--- config.mk ---
export PLATFORM = sky130hd
export DESIGN_NAME = maxpool_ser_win
export DESIGN_NICKNAME = d
export VERILOG_FILES = /design/src/rtl/maxpool_ser_win.sv
export SDC_FILE = /design/constraint.sdc
export NUM_CORES = 1
export LEC_CHECK = 0
export BUFFER_PORTS_ARGS = -buffer_cell sky130_fd_sc_hd__buf_4
export CAP_MARGIN = 20
export CORE_MARGIN = 2
export CORE_UTILIZATION = 60
export CTS_CLUSTER_SIZE = 40
export DETAILED_ROUTE_END_ITERATION = 7
export GPL_TIMING_DRIVEN = 0
export PLACE_DENSITY = 0.82
export SLEW_MARGIN = 20
export SYNTH_ARGS = -nofsm -noshare
export SYNTH_HDL_FRONTEND = slang
export SYNTH_SLANG_ARGS = --single-unit
export TNS_END_PERCENT = 5
--- constraint.sdc ---
create_clock -name clk -period 14.3 [get_ports clk]
set_input_delay 2.86 -clock clk [delete_from_list [all_inputs] [get_ports clk]]
set_output_delay 2.86 -clock clk [all_outputs]
set_load 0.01 [all_outputs]
--- src/rtl/maxpool_ser_win.sv ---
// Serial-input max pooling: every channel receives its samples as NB chunks (LSB first),
// and the block emits the per-channel maximum over non-overlapping windows of POOL samples.
module maxpool_ser_win #(
  parameter int NO_CH  = 10,
  parameter int BW_IN  = 8,
  parameter int SER_BW = 4,
  parameter int POOL   = 2,
  parameter int SIGNED = 0
) (
  input  logic                             clk,
  input  logic                             rst,
  input  logic                             vld_in,
  input  logic [NO_CH-1:0][SER_BW-1:0]     data_in,
  input  logic                             last_in,
  output logic                             vld_out,
  output logic [NO_CH-1:0][BW_IN-1:0]      data_out,
  output logic                             last_out
);

  localparam int NB  = BW_IN / SER_BW;
  localparam int BCW = (NB > 1) ? $clog2(NB) : 1;
  localparam int SCW = $clog2(POOL);
  localparam logic [BCW-1:0] BEAT_LAST = BCW'(NB - 1);
  localparam logic [SCW-1:0] SAMP_LAST = SCW'(POOL - 1);

  logic [BCW-1:0]                r_beat;
  logic [SCW-1:0]                r_samp;
  logic [NO_CH-1:0][BW_IN-1:0]   r_max;
  logic [NO_CH-1:0][BW_IN-1:0]   r_data;
  logic                          r_vld;
  logic                          r_last;

  logic [NO_CH-1:0][BW_IN-1:0]   w_sample;
  logic [NO_CH-1:0][BW_IN-1:0]   w_newmax;
  logic                          w_done;
  logic                          w_close;

  assign w_done  = vld_in && (r_beat == BEAT_LAST);
  assign w_close = (r_samp == SAMP_LAST) || last_in;

  // The final chunk is never stored: it is taken straight from data_in on the completing beat.
  generate
    if (NB > 1) begin : g_part
      logic [NO_CH-1:0][BW_IN-SER_BW-1:0] r_part;

      always_ff @(posedge clk or posedge rst) begin
        if (rst) begin
          r_part <= '0;
        end else if (vld_in && (r_beat != BEAT_LAST)) begin
          for (int c = 0; c < NO_CH; c++) begin
            r_part[c][SER_BW*r_beat +: SER_BW] <= data_in[c];
          end
        end
      end

      always_comb begin
        for (int c = 0; c < NO_CH; c++) begin
          w_sample[c] = {data_in[c], r_part[c]};
        end
      end
    end else begin : g_nopart
      always_comb begin
        for (int c = 0; c < NO_CH; c++) begin
          w_sample[c] = data_in[c];
        end
      end
    end
  endgenerate

  function automatic logic isGreater(input logic [BW_IN-1:0] a, input logic [BW_IN-1:0] b);
    if (SIGNED != 0) begin
      return $signed(a) > $signed(b);
    end else begin
      return a > b;
    end
  endfunction

  // Sample 0 of a window always loads; later samples replace only when strictly greater.
  always_comb begin
    for (int c = 0; c < NO_CH; c++) begin
      w_newmax[c] = r_max[c];
      if ((r_samp == '0) || isGreater(w_sample[c], r_max[c])) begin
        w_newmax[c] = w_sample[c];
      end
    end
  end

  always_ff @(posedge clk or posedge rst) begin
    if (rst) begin
      r_beat <= '0;
      r_samp <= '0;
      r_max  <= '0;
      r_data <= '0;
      r_vld  <= 1'b0;
      r_last <= 1'b0;
    end else begin
      r_vld <= 1'b0;
      if (vld_in) begin
        r_beat <= (r_beat == BEAT_LAST) ? '0 : r_beat + BCW'(1);
      end
      if (w_done) begin
        if (w_close) begin
          r_data <= w_newmax;
          r_vld  <= 1'b1;
          r_last <= last_in;
          r_samp <= '0;
        end else begin
          r_max  <= w_newmax;
          r_samp <= r_samp + SCW'(1);
        end
      end
    end
  end

  assign vld_out  = r_vld;
  assign data_out = r_data;
  assign last_out = r_last;

endmodule

After elaboration in Yosys (flattened, before gate mapping) --
Index checks and enable logic that the tools add are counted.
Storage, ports and cells: bits in registers 204, input bits 44
Operators by class: order comparisons 10, multiplexer cells 24, reductions and logical operators 15, add/subtract/negate cells 3, shift operators 11, bitwise operators 3
Operators by type and width (number):
- 4-bit by 34-bit indexed part select with 4-bit output | 10
- 8-bit > comparator | 10
- 8-bit 2-to-1 mux | 10
- 4-bit bitwise mux | 10
- 3-bit negation with 34-bit output | 1
- 4-bit by 34-bit variable shift with 4-bit output (first input constant) | 1
- 1-bit logical OR | 11
- 1-bit 2-to-1 mux | 4
- 2-bit AND reduction | 2
- 1-bit inverter | 3
- 1-bit adder (second input constant) | 2
- 1-bit logical AND | 2

Longest topological paths before layout --
Gate-level depths: netlist of the first run.
word-level depth 3, mapped depth 8

Least setup slack after synthesis of the first run --
Ideal clock, no wire load.
path type input to register, start in data_in[11] (netlist bit), end reg r_data (netlist bit data_out[16]), library setup time 0.141 ns, slack 10.121 ns, data arrival time 4.038 ns, stages 7, path through ha_1 > a21oi_1 > o21ai_0 > nor2b_2 > buf_6 > o31ai_1 > a31oi_1
On the way: cells in the longest elaborated chain, start to end 3
RTL lines:
- start, declared | line 13 | input logic [NO_CH-1:0][SER_BW-1:0] data_in,
- 8-bit > comparator | line 74 | return a > b;
- 1-bit logical OR | line 82 | if ((r_samp == '0) || isGreater(w_sample[c], r_max[c])) begin
- 8-bit 2-to-1 mux | line 82
- end signal, assigned | line 103 | r_data <= w_newmax;
- end, declared | line 29 | logic [NO_CH-1:0][BW_IN-1:0] r_data;
No other way between the ends. A chain may end at the register's enable or synchronous reset.

Worst setup path in the final report of the first run --
start in data_in[26] (netlist bit), end reg r_data (netlist bit data_out[55])
Same word-level chain as after synthesis.

==> metrics.yaml, run 1 <==
ctsHtreeMaxLevel: 1
period_share_pct: 29.47
yosysTopAreaCell: "dfrtp_1"
setup_slack_ns: 10.09
syn_to_final_growth_pct: 18.55
status: "finished, final reports clean"
synth_nets: 1225
syn_avg_cell_area_um2: 10.07
synth_cell_types: 37
worst_pin_slew_ns: 0.7749
holdCritPathClass: "flip-flop to flip-flop"
grt_util_all_layers_pct: 31.62
synthTopCellsByCount: "dfrtp_1 (204), nand2_1 (90), nand4_1 (90)"
synth_cells: 1101
power_density_nw_per_um2: 250.6
slew_headroom_pct: 48.34
ys_seq_elements: 204
syn_area_um2: 11090
min_period_ns: 4.214
antennaDiodeCount: 0
fp.dieArea_um2: 19590
grt_overflow: 0
cap_viol_max_count: 0
finalPower_uw: 3295
p_leak_uw: 0.005599
async_reset_ff_share_pct: 100.0
die_w_um: 140.0
finalSetupTns_ns: 0
start_util_pct: 61.53
antenna_found_initial: 0
final_cells: 1497
rows: 49
die_h_um: 140.0
dpl.cell_count: 1456
cts_root_buf: "clkbuf_16"
cts_tree: "built"
end_kind: "flip-flop"
post_cts_buffers: 0
viasPerCell: 6.520
portBuffers: 125
cts_hold_buf: 0
ys_seq_area_share_pct: 46.03
max_clock_freq_mhz: 237.3
grt_max_degree: 105
clock_sink_count: 204
cp.arrival_ns: 4.57
synth_edf_count: 0
path_class: "primary input to flip-flop"
finalNetCount: 1376
clock-skew-final_ns: 0.006212
grt_pass1_wl_um: 50210
startpoint_type: "primary input"
wire_per_inst_um: 20.89
ff2ff_setup_slack_ns: 12.14
path_max_fanout: 8
ios: 126
core_um2: 18020
postCtsResizedCells: 0
cts_buffer_depth: 3
drt-pass1-iter-count: 5
crit_required_ns: 14.66
gp_congestion: 0.9235
ir_worst_vdd_v: 0.0001621
detail-route-antenna-nets: 0
dr_total_vias: 9760
synth_area_leaders: "dfrtp_1 (46%), ha_1 (9.0%), o31ai_1 (5.4%)"
detail_route.iter0.violations: 740
ys.flop_type: "dfrtp_1"
dpl.hpwl_um: 20630
numCtsBuffers: 23
rsz0062_at_grt: "false"
synth.most_common_cell: "dfrtp_1"
drc: 0
drive_gt1_share_pct: 22.71
clk_latency_ns: 0.51
final-max-slew-violation-count: 0
hold_viol_final: 0
drt-total-wl_um: 31270
setup_violations: 0
dp_slack_ns: 9.771
yosys_warnings: 0
yosysTopAreaCellShare_pct: 46.03
grt_pass1_vias: 9865
hold_ws_ns: 0.5430
clk_pin_slew_ns: 0.06
[kinds of logic after synthesis]
family	Yosys count	share of synthesized area, %
AOI/OAI and AO/OA	322	19.45
xor gates and xnor gates	1	0.07899
adders and majority gates	80	9.025
buffers and inverters	148	6.182
DFF	204	46.03
muxes	40	4.061
and+or+nand+nor	306	15.17
[layer usage]
| layer | GRT usage, % | wire length [um] | up-vias | share of wire [%] |
|---|---|---|---|---|
| li1 | - | - | 4356 | - |
| met1 | 41.26 | 12290 | 4787 | 39 |
| met2 | 51.96 | 14920 | 506 | 48 |
| met3 | 6.120 | 2732 | 111 | 8.7 |
| met4 | 13.63 | 1330 | 0 | 4.3 |
| met5 | 0 | 0 | - | 0 |
[report_power, final]
| group | switching (uW) | internal (uW) |
|---|---|---|
| clock network | 238 | 383 |
| registers | 216 | 866 |
| logic | 948 | 646 |
[area by class of cell]
| class | instances | area, um^2 |
|---|---|---|
| clock inverter | 3 | 65.06 |
| clock buffer | 38 | 732.0 |
| fill | 1305 | 4877 |
| buffer | 66 | 377.9 |
| multi-input combinational | 749 | 5300 |
| tap | 229 | 286.5 |
| sequential | 204 | 5105 |
| inverter | 82 | 315.3 |
| timing repair buffer | 126 | 965.9 |
[sequential cells by signal (all words and copies together) (netlist names)]
register and flops:
r_max 80, r_samp 1, last_out 1, data_out 80
g_part.r_part 40, vld_out 1, r_beat 1
[cells in the final DEF (no fill, tap or decap), drive strengths merged, types with 40 or more instances in the layout]
master  Yosys  layout
a31oi      80      80
o31ai      80      80
buf        33     159
nand4     100     100
dfrtp     204     204
o21ai     100     100
inv        82      82
ha         80      80
nand2      91      91
mux2       40      40
nor2       92      92
clkbuf     33      71
[path summary, 6_finish.rpt]
check / from / endpoint / depth (start not counted)
max: data_in[26] / data_out[55] / 8
min: g_part.r_part[12] / r_max[24] / 1
max reg2reg: r_max[54] / data_out[55] / 8
max in group asynchronous: rst / data_out[17] / 3
min reg2reg: g_part.r_part[12] / r_max[24] / 1
min in group asynchronous: rst / data_out[65] / 2
[through the flow]
step | cell area (um^2) | util, %
2_1_floorplan | 11090 | -
3_3_place_gp | 12320 | 68.33
6_report | 13150 | 72.94
5_1_grt | 13150 | 72.94
4_1_cts | 13150 | 72.94
3_5_place_dp | 12350 | 68.52
[critical path, stage by stage]
cell and delay (ns):
buf_4 0.13, ha_1 0.31, nand4_2 0.16, nor2_1 0.38
nor2b_1 0.12, clkbuf_2 0.21, o31ai_1 0.28, a31oi_1 0.12
No activity file was read; power rests on OpenSTA's default activity.
==> run 2: changes to the inputs <==
Settings changed: CORE_UTILIZATION 60 to 59, PLACE_DENSITY 0.82 to 0.8.
Clock period 14.3 ns to 3.94 ns, I/O delays scaled along.
==> run 2 against run 1 <==
Net effect: total power rose to 3.6 times the previous value; count of clock-buffer cells in the layout shrank 4; routed wire length shrank 1.3%; first-iteration DRC count increased by 5.0%; clock skew rose by 0.0016 ns; sequential share of layout area down 0.18 points; clock power grew to 3.5 times the previous value; hold slack got worse by 0.15 ns; global-route usage fell by 0.77 points; critical path depth unchanged; design area is 0.48% higher; largest cell class unchanged; largest power group unchanged.
==> metrics.yaml, run 2 (synthesis gave the netlist of run 1 again) <==
finalNetCount: 1381  # +0.36%
final-max-slew-violation-count: 0  # unchanged
grt_pass1_vias: 9558  # -3.1%
cap_viol_max_count: 0  # unchanged
post_cts_buffers: 0  # unchanged
p_leak_uw: 0.005627  # +0.50%
min_period_ns: 2.035
rsz0062_at_grt: "false"
drive_gt1_share_pct: 23.13  # +0.42 points
final_cells: 1505  # +0.53%
path_max_fanout: 8  # unchanged
grt_overflow: 0  # unchanged
crit_chain: "inv_1 -> ha_1 -> nand4_2 -> nor2_1 -> nor2b_1 -> clkbuf_2 -> o31ai_1 -> a31oi_1"
rows: 50  # +2.0%
numCtsBuffers: 23  # unchanged
status: "finished, final reports clean"
core_um2: 18580  # +3.1%
detail-route-antenna-nets: 0  # unchanged
postCtsResizedCells: 0  # unchanged
clock_sink_count: 204  # unchanged
cts_hold_buf: 0  # unchanged
slew_headroom_pct: 45.93  # -2.4 points
drt-pass1-iter-count: 5  # unchanged
clock-skew-final_ns: 0.007775  # +0.001563 ns
portBuffers: 125  # unchanged
ctsHtreeMaxLevel: 1  # unchanged
ir_worst_vdd_v: 0.0005251  # +220%
max_clock_freq_mhz: 491.4
holdCritPathClass: "primary input to async pin"
gp_congestion: 0.8838  # -4.3%
slowest_delay_ns: 0.36  # -0.02 ns
setup_violations: 0  # unchanged
postLayoutCoreUtil_pct: 71.10  # -1.8 points
end_kind: "flip-flop"
drc: 0  # unchanged
cpMaxStageDelayCell: "dfrtp_1"
antenna_found_initial: 0  # unchanged
die_w_um: 141.1  # +0.82%
multi_input_area_um2: 5300  # unchanged
worst_pin_slew_ns: 0.8111  # +0.03620 ns
dpl.cell_count: 1466  # +0.69%
detail_route.iter0.violations: 777  # +5.0%
finalSetupTns_ns: 0  # unchanged
crit_required_ns: 4.30  # -10.36 ns
cp.arrival_ns: 2.40  # -2.17 ns
drt-total-wl_um: 30850  # -1.3%
period_share_pct: 51.65
clk_latency_ns: 0.51  # about the same
syn_to_final_growth_pct: 19.11
path_class: "flip-flop to flip-flop"
hold_viol_final: 0  # unchanged
dpl.hpwl_um: 20940  # +1.5%
antennaDiodeCount: 0  # unchanged
cts_buffer_depth: 3  # unchanged
clk_pin_slew_ns: 0.06  # about the same
ios: 126  # unchanged
register_area_um2: 5105  # unchanged
power_density_nw_per_um2: 895.8  # +260%
grt_pass1_wl_um: 48970  # -2.5%
startpoint_type: "flip-flop"
fp.dieArea_um2: 19910  # +1.7%
n_fill_cell: 1384  # +6.1%
dr_total_vias: 9668  # -0.94%
reg2regPathDepth: 8  # unchanged
grt_util_all_layers_pct: 30.85  # -0.77 points
die_h_um: 141.1  # +0.82%
cts_root_buf: "clkbuf_16"
cts_tree: "built"
final_cell_mix: "dfrtp_1 (204), buf_4 (138), nand2_1 (90), nand4_1 (90), o21ai_0 (88)"
setup_slack_ns: 1.905  # -8.181 ns
viasPerCell: 6.424  # -1.5%
hold_ws_ns: 0.3963  # -0.1467 ns
start_util_pct: 59.69  # -1.8 points
final_common_cell: "dfrtp_1"
grt_max_degree: 35  # -67%
dp_slack_ns: 1.436  # -8.335 ns
wire_per_inst_um: 20.50  # -1.9%
[run 2: cell count changes in the layout (fill, tap and decap cells not counted), sizes merged]
cell,delta
buf,+5
bufinv,-1
clkbuf,-4
clkinv,+3
clkinvlp,+1
inv,-1
[run 2: worst max-delay path, delay by kind of cell (launching register included)]
kind | cells | cell delay, ns
compound gates | 2 | 0.47
fa+ha+maj | 1 | 0.33
flops | 1 | 0.36
buf+inv | 2 | 0.27
simple gates | 3 | 0.45
[run 2: through the flow]
step                      power (uW)  area (um^2)
after global routing           12600        13210
after floorplan                 7582        11090
after global placement          9342        12330
final                          11830        13210
after detailed placement        9565        12450
after CTS                      11780        13210
[run 2: layer usage]
layer	share of wire (%)	track usage (%)
met1	41	41.89
met4	3.1	11.47
met2	48	50.95
met3	7.6	4.212
met5	0	0
[run 2: area by class of cell]
class,count,share of cell area [%]
Multi-Input combinational cell,749,40.12
Sequential cell,204,38.64
Timing Repair Buffer,131,8.070
Clock buffer,34,5.351
Buffer,66,2.860
Inverter,82,2.358
Tap cell,234,2.216
Clock inverter,5,0.3789
[run 2: worst paths after layout]
check	start	to	slack, ns
max	r_max[47]	data_out[41]	1.91
min	rst	r_max[34]	0.40
max reg2reg	r_max[47]	data_out[41]	1.91
min reg2reg	g_part.r_part[12]	r_max[24]	0.54
max in group asynchronous	rst	r_max[65]	2.69
min in group clk	data_in[26]	r_max[54]	0.52
[run 2: where the power goes]
group          total (uW)  internal [uW]  leakage, uW  switching [uW]
Combinational        5770           2360      0.00285            3420
Clock                2150           1300     0.000380             857
Sequential           3910           3140      0.00239             766
